===== src/rtl/seq_lock.sv =====
// seq_lock: switch-sequence combination lock.
// The user presses and releases switch patterns in order; a step counts only
// when its pattern is released back to all-zero. Any other nonzero pattern
// sends the lock to ERR, and each entry into ERR bumps a saturating fail count.
// Optional feature macro: SEQ_LOCK_TIMEOUT_EN adds an inter-step inactivity
// timeout of TIMEOUT_CYC cycles that forces ERR.
module seq_lock #(
  parameter int unsigned SW_W        = 4,
  parameter int unsigned SEQ_LEN     = 4,
  parameter int unsigned TIMEOUT_CYC = 1024
) (
  input  logic                        clk,
  input  logic                        rst_n,
  input  logic [SW_W-1:0]             sw,
  input  logic [SEQ_LEN*SW_W-1:0]     code,
  input  logic                        clr,
  output logic                        unlocked,
  output logic                        err,
  output logic [$clog2(SEQ_LEN)-1:0]  step,
  output logic [3:0]                  fail_cnt
);

  localparam int unsigned STEP_W = $clog2(SEQ_LEN);

  typedef enum logic [1:0] {
    ST_ARMED = 2'd0,
    ST_HELD  = 2'd1,
    ST_OPEN  = 2'd2,
    ST_ERR   = 2'd3
  } state_t;

  state_t             r_state;
  logic [STEP_W-1:0]  r_step;
  logic               r_unlocked;
  logic               r_err;
  logic [3:0]         r_fail_cnt;

  logic [SW_W-1:0]    r_sw_meta;
  logic [SW_W-1:0]    r_sw_s;

  logic [SW_W-1:0]    w_code_cur;
  logic               w_sw_zero;
  logic               w_sw_match;
  logic               w_timeout;
  logic               w_bad;
  logic [3:0]         w_fail_inc;

  // Two-flop synchroniser for the raw switch levels
  always_ff @(posedge clk or negedge rst_n) begin
    if (!rst_n) begin
      r_sw_meta <= '0;
      r_sw_s    <= '0;
    end else begin
      r_sw_meta <= sw;
      r_sw_s    <= r_sw_meta;
    end
  end

  // Pattern for the awaited step; an all-zero pattern can never match
  assign w_code_cur = code[int'(r_step)*SW_W +: SW_W];
  assign w_sw_zero  = (r_sw_s == '0);
  assign w_sw_match = !w_sw_zero && (r_sw_s == w_code_cur);
  assign w_bad      = w_timeout || (!w_sw_zero && !w_sw_match);
  assign w_fail_inc = (r_fail_cnt == 4'hF) ? r_fail_cnt : r_fail_cnt + 4'd1;

`ifdef SEQ_LOCK_TIMEOUT_EN
  localparam int unsigned CNT_W = $clog2(TIMEOUT_CYC);

  logic [CNT_W-1:0] r_tmo_cnt;
  logic             w_tmo_run;
  logic             w_stay;

  assign w_tmo_run = ((r_state == ST_ARMED) && (r_step != '0)) || (r_state == ST_HELD);
  assign w_timeout = w_tmo_run && (r_tmo_cnt == CNT_W'(TIMEOUT_CYC - 1));
  // FSM holds both state and step this cycle
  assign w_stay    = !w_timeout &&
                     (((r_state == ST_ARMED) && w_sw_zero) ||
                      ((r_state == ST_HELD) && w_sw_match));

  // Inactivity counter: counts while waiting mid-sequence, restarts on any move
  always_ff @(posedge clk or negedge rst_n) begin
    if (!rst_n) begin
      r_tmo_cnt <= '0;
    end else if (clr) begin
      r_tmo_cnt <= '0;
    end else if (w_tmo_run && w_stay) begin
      r_tmo_cnt <= r_tmo_cnt + CNT_W'(1);
    end else begin
      r_tmo_cnt <= '0;
    end
  end
`else
  assign w_timeout = 1'b0;
`endif

  // Lock FSM with registered outputs; clr overrides every transition
  always_ff @(posedge clk or negedge rst_n) begin
    if (!rst_n) begin
      r_state    <= ST_ARMED;
      r_step     <= '0;
      r_unlocked <= 1'b0;
      r_err      <= 1'b0;
      r_fail_cnt <= '0;
    end else if (clr) begin
      r_state    <= ST_ARMED;
      r_step     <= '0;
      r_unlocked <= 1'b0;
      r_err      <= 1'b0;
      r_fail_cnt <= '0;
    end else begin
      case (r_state)
        ST_ARMED: begin
          if (w_bad) begin
            r_state    <= ST_ERR;
            r_err      <= 1'b1;
            r_fail_cnt <= w_fail_inc;
          end else if (w_sw_match) begin
            r_state <= ST_HELD;
          end
        end
        ST_HELD: begin
          if (w_bad) begin
            r_state    <= ST_ERR;
            r_err      <= 1'b1;
            r_fail_cnt <= w_fail_inc;
          end else if (w_sw_zero) begin
            if (r_step == STEP_W'(SEQ_LEN - 1)) begin
              r_state    <= ST_OPEN;
              r_unlocked <= 1'b1;
            end else begin
              r_state <= ST_ARMED;
              r_step  <= r_step + STEP_W'(1);
            end
          end
        end
        ST_OPEN: begin
          r_state <= ST_OPEN;
        end
        ST_ERR: begin
          if (w_sw_zero) begin
            r_state <= ST_ARMED;
            r_step  <= '0;
            r_err   <= 1'b0;
          end
        end
      endcase
    end
  end

  assign unlocked = r_unlocked;
  assign err      = r_err;
  assign step     = r_step;
  assign fail_cnt = r_fail_cnt;

endmodule


===== config.mk =====
export PLATFORM = sky130hd
export DESIGN_NAME = seq_lock
export DESIGN_NICKNAME = d
export VERILOG_FILES = /design/src/rtl/seq_lock.sv
export SDC_FILE = /design/constraint.sdc
export NUM_CORES = 1
export LEC_CHECK = 0
export ABC_AREA = 1
export BUFFER_PORTS_ARGS = -buffer_cell sky130_fd_sc_hd__buf_2
export CAP_MARGIN = 20
export CORE_MARGIN = 2
export CORE_UTILIZATION = 50
export CTS_CLUSTER_SIZE = 10
export DETAILED_ROUTE_END_ITERATION = 10
export PLACE_DENSITY = 0.87
export SYNTH_ARGS = -nofsm -noshare
export SYNTH_HDL_FRONTEND = slang
export SYNTH_SLANG_ARGS = --single-unit

===== constraint.sdc =====
create_clock -name clk -period 1.9 [get_ports clk]
set_clock_uncertainty 0.05 [all_clocks]
set_input_delay 0.285 -clock clk [delete_from_list [all_inputs] [get_ports clk]]
set_output_delay 0.285 -clock clk [all_outputs]
set_load 0.01 [all_outputs]

==> summary.txt <==
Run status
  • Status: finished, final reports clean

Hold path
  • Hold path startpoint: sw[1]
  • Worst Hold End: r_sw_meta[1]
  • Worst Hold Class: input pin to flop
  • Hold path depth: 1

Timing
  • Final worst-path cycle share: 90.4%
  • Final hold slack: ~45 ps
  • Fin. max-slew vios: 0
  • Final min period: about 1700 ps
  • Final Hold Fails: 0
  • F_max: 582 MHz
  • Slew HR: between 70% and 80%
  • RSZ-0062 raised after global routing: no
  • Final setup TNS: 0 ps
  • Slew at the pin closest to its max-slew limit: 394 ps
  • Setup violations, final: 0

Placement
  • Port Buffers: 30
  • Placed cell count: 190
  • Final Wtd Congestion: between 0.8 and 0.9
  • HPWL after DPL: roughly 1700 um

Floorplan
  • Total die area: ~2400 um^2
  • Core Rows: 16
  • # IOs: 31
  • Die Span Y: approximately 49 um
  • Initial Utilization: a little over half
  • Core Area: about 1900 um^2
  • Die X: 49.3 um

Yosys
  • Synth Area in Adders: under 10%
  • Post-synth net total: 160
  • Dominant cells by area after synthesis: dfrtp_1, nand2_1, nand3_1
  • Largest area contributor in the netlist: dfrtp_1
  • Yosys cell types: 22
  • Post-synthesis xor/xnor area fraction: less than 1%
  • Top cell type's share of synthesized area: 43.9%
  • Yosys warnings: 0
  • Seq cells post-synth: 18
  • Simple-gate share of the synthesized area: 39.6%
  • Syn avg cell area: 7.60 um^2
  • Register area share after synthesis: 43.9%
  • Post-Syn Area: roughly 1000 um^2
  • Post-synthesis mux area share: 0%
  • Compound-cell area share of the yosys netlist: approximately 5%
  • Cells after Synth: 135
  • Largest family of logic cells by synthesized area: simple AND/OR/NAND/NOR gates

Clocking
  • CTS Buffer Depth: 2
  • Skew-Pair Late Insertion Delay: just under 300 ps
  • H-tree depth: 1
  • Post-CTS setup buffer count: 0
  • Number of clock sinks: 18
  • Post-CTS Resized: 0
  • Hold-fix buffers, CTS: 1
  • Inserted Clock Buffers: 3
  • CTS tree: built
  • Clock transition at path regs: ~100 ps
  • CTS root buffer: clkbuf_4

Worst setup path
  • Arrival time at the worst endpoint: roughly 1900 ps
  • R2R cell count: 11
  • Critical path class: flop to flop
  • Worst reg2reg setup slack: 180 ps
  • Reg-to-Reg Start: step[0]
  • CP Max Fanout: 11
  • Worst setup EP type: flop
  • Critical Path RT: around 2000 ps
  • CP Launch Type: flop
  • Worst reg2reg endpoint: r_state[1]

Power
  • Leak: about 0.72 nW
  • Max IR drop VDD: 0.605 mV
  • Power per cell area: 861 nW/um^2
  • Tot Pwr: 1.07 mW

Drt
  • DRT antenna net count: 0
  • Metal2 WL: 1100 um
  • Met3 wire len: approximately 110 um
  • First-pass DRT Iterations: 4
  • DR iter-0 viols: 20
  • DR vias/cell: 4.94
  • DR top layer: met4
  • DRC viols: 0
  • Post-Route M1 WL: approximately 950 um
  • Wire per inst: 11.3 um
  • Routed vias: between 900 and 1,000
  • Final wirelength: between 2000 and 2500 um

Flow run
  • Maxcap violations: 0

Layout
  • Layout fillers: 167
  • Fin cells: roughly 200
  • Multi-input logic area: slightly below 500 um^2
  • Final #Nets: between 150 and 200
  • Layout cells sized above 1: between 20 and 30%
  • Most frequent cells in the layout: nand2_1, buf_2, nand3_1
  • Sequential cell area: 450 um^2
  • Diode count: 0
  • Most common cell after layout, fill and taps aside: nand2_1
  • Utilization after layout: around 64%
  • Layout Area Growth over Synthesis: 21.0%

Global routing
  • Gr ovfl total: 0
  • Initial antenna violation count: 0
  • Number of global-route vias before repair: 913
  • Largest net degree at the start of global routing: 19
  • GRT Total Usage: between 20 and 25%
  • Global-route wire length before repair: around 3700 um
## logic make-up after synthesis
kind of cell	after synthesis
compound gates	9
xor+xnor	1
fa+ha+maj	2
buf+inv	19
flops	18
simple gates	86
## flip-flops by register name, indices dropped and copies added, names as in the netlist
| name | cells |
|---|---|
| step | 2 |
| r_sw_s | 4 |
| fail_cnt | 4 |
| r_sw_meta | 4 |
| err | 1 |
| r_state | 2 |
| unlocked | 1 |
## per-stage QoR
step / setup slack, ps / instance area [um^2]
finish: 182 / 1240
detailed placement: 203 / 1190
global placement: 281 / 1190
global route: 28.9 / 1240
CTS: 179 / 1240
floorplan: 380 / 1030
## per-layer routing
metal	track usage, %	vias up
met3	3.37	4
met1	24.8	437
met2	34.2	28
li1	-	494
met4	8.57	0
met5	0	-
## report_power, final
part	switching [mW]	internal (mW)
Combinational	0.212	0.137
Clock	0.114	0.117
Sequential	0.0621	0.428
Total	0.388	0.681
## worst max path at each step
stage | startpoint | to | slack, ps | cells after the start
after CTS | step[0] | r_state[1] | 180 | 11
after global routing | step[0] | r_state[1] | 30 | 13
after detailed placement | step[0] | r_state[1] | 200 | 11
after floorplan | step[0] | r_state[1] | 380 | 13
final | step[0] | r_state[1] | 180 | 11
after global placement | step[0] | r_state[1] | 280 | 11
## cell type report
cell class	count	share of cell area, %
repair buffers	31	12.9
flip-flops and latches	18	36.3
clock buffers	4	2.92
multi-input cells	98	39.6
inverters	17	5.54
well taps	27	2.72
## synthesized netlist by cell type
cell type / count
nor2_1: 8
nor3_1: 2
nand4_2: 1
inv_6: 1
nand2_4: 1
nand3_2: 1
xor2_1: 1
dfrtp_1: 18
a21oi_1: 4
nand3_1: 21
nand4_4: 1
buf_6: 1
nand2_1: 47
o211ai_1: 1
a41oi_1: 1
inv_2: 4
clkbuf_1: 1
ha_1: 2
inv_1: 12
nand2_2: 3
o21ai_0: 3
nor2_4: 1
## worst max-delay path: stages (launching register included)
cell and delay [ps]:
dfrtp_1 590, inv_6 90, nand2_2 70, nand3_1 90
nand3_1 130, nand2_2 70, nor2_4 130, nand2_4 70
nand3_1 90, nand2_1 70, nand3_1 90, nand2_1 70
Note: power is estimated with default switching activity, not from simulation.
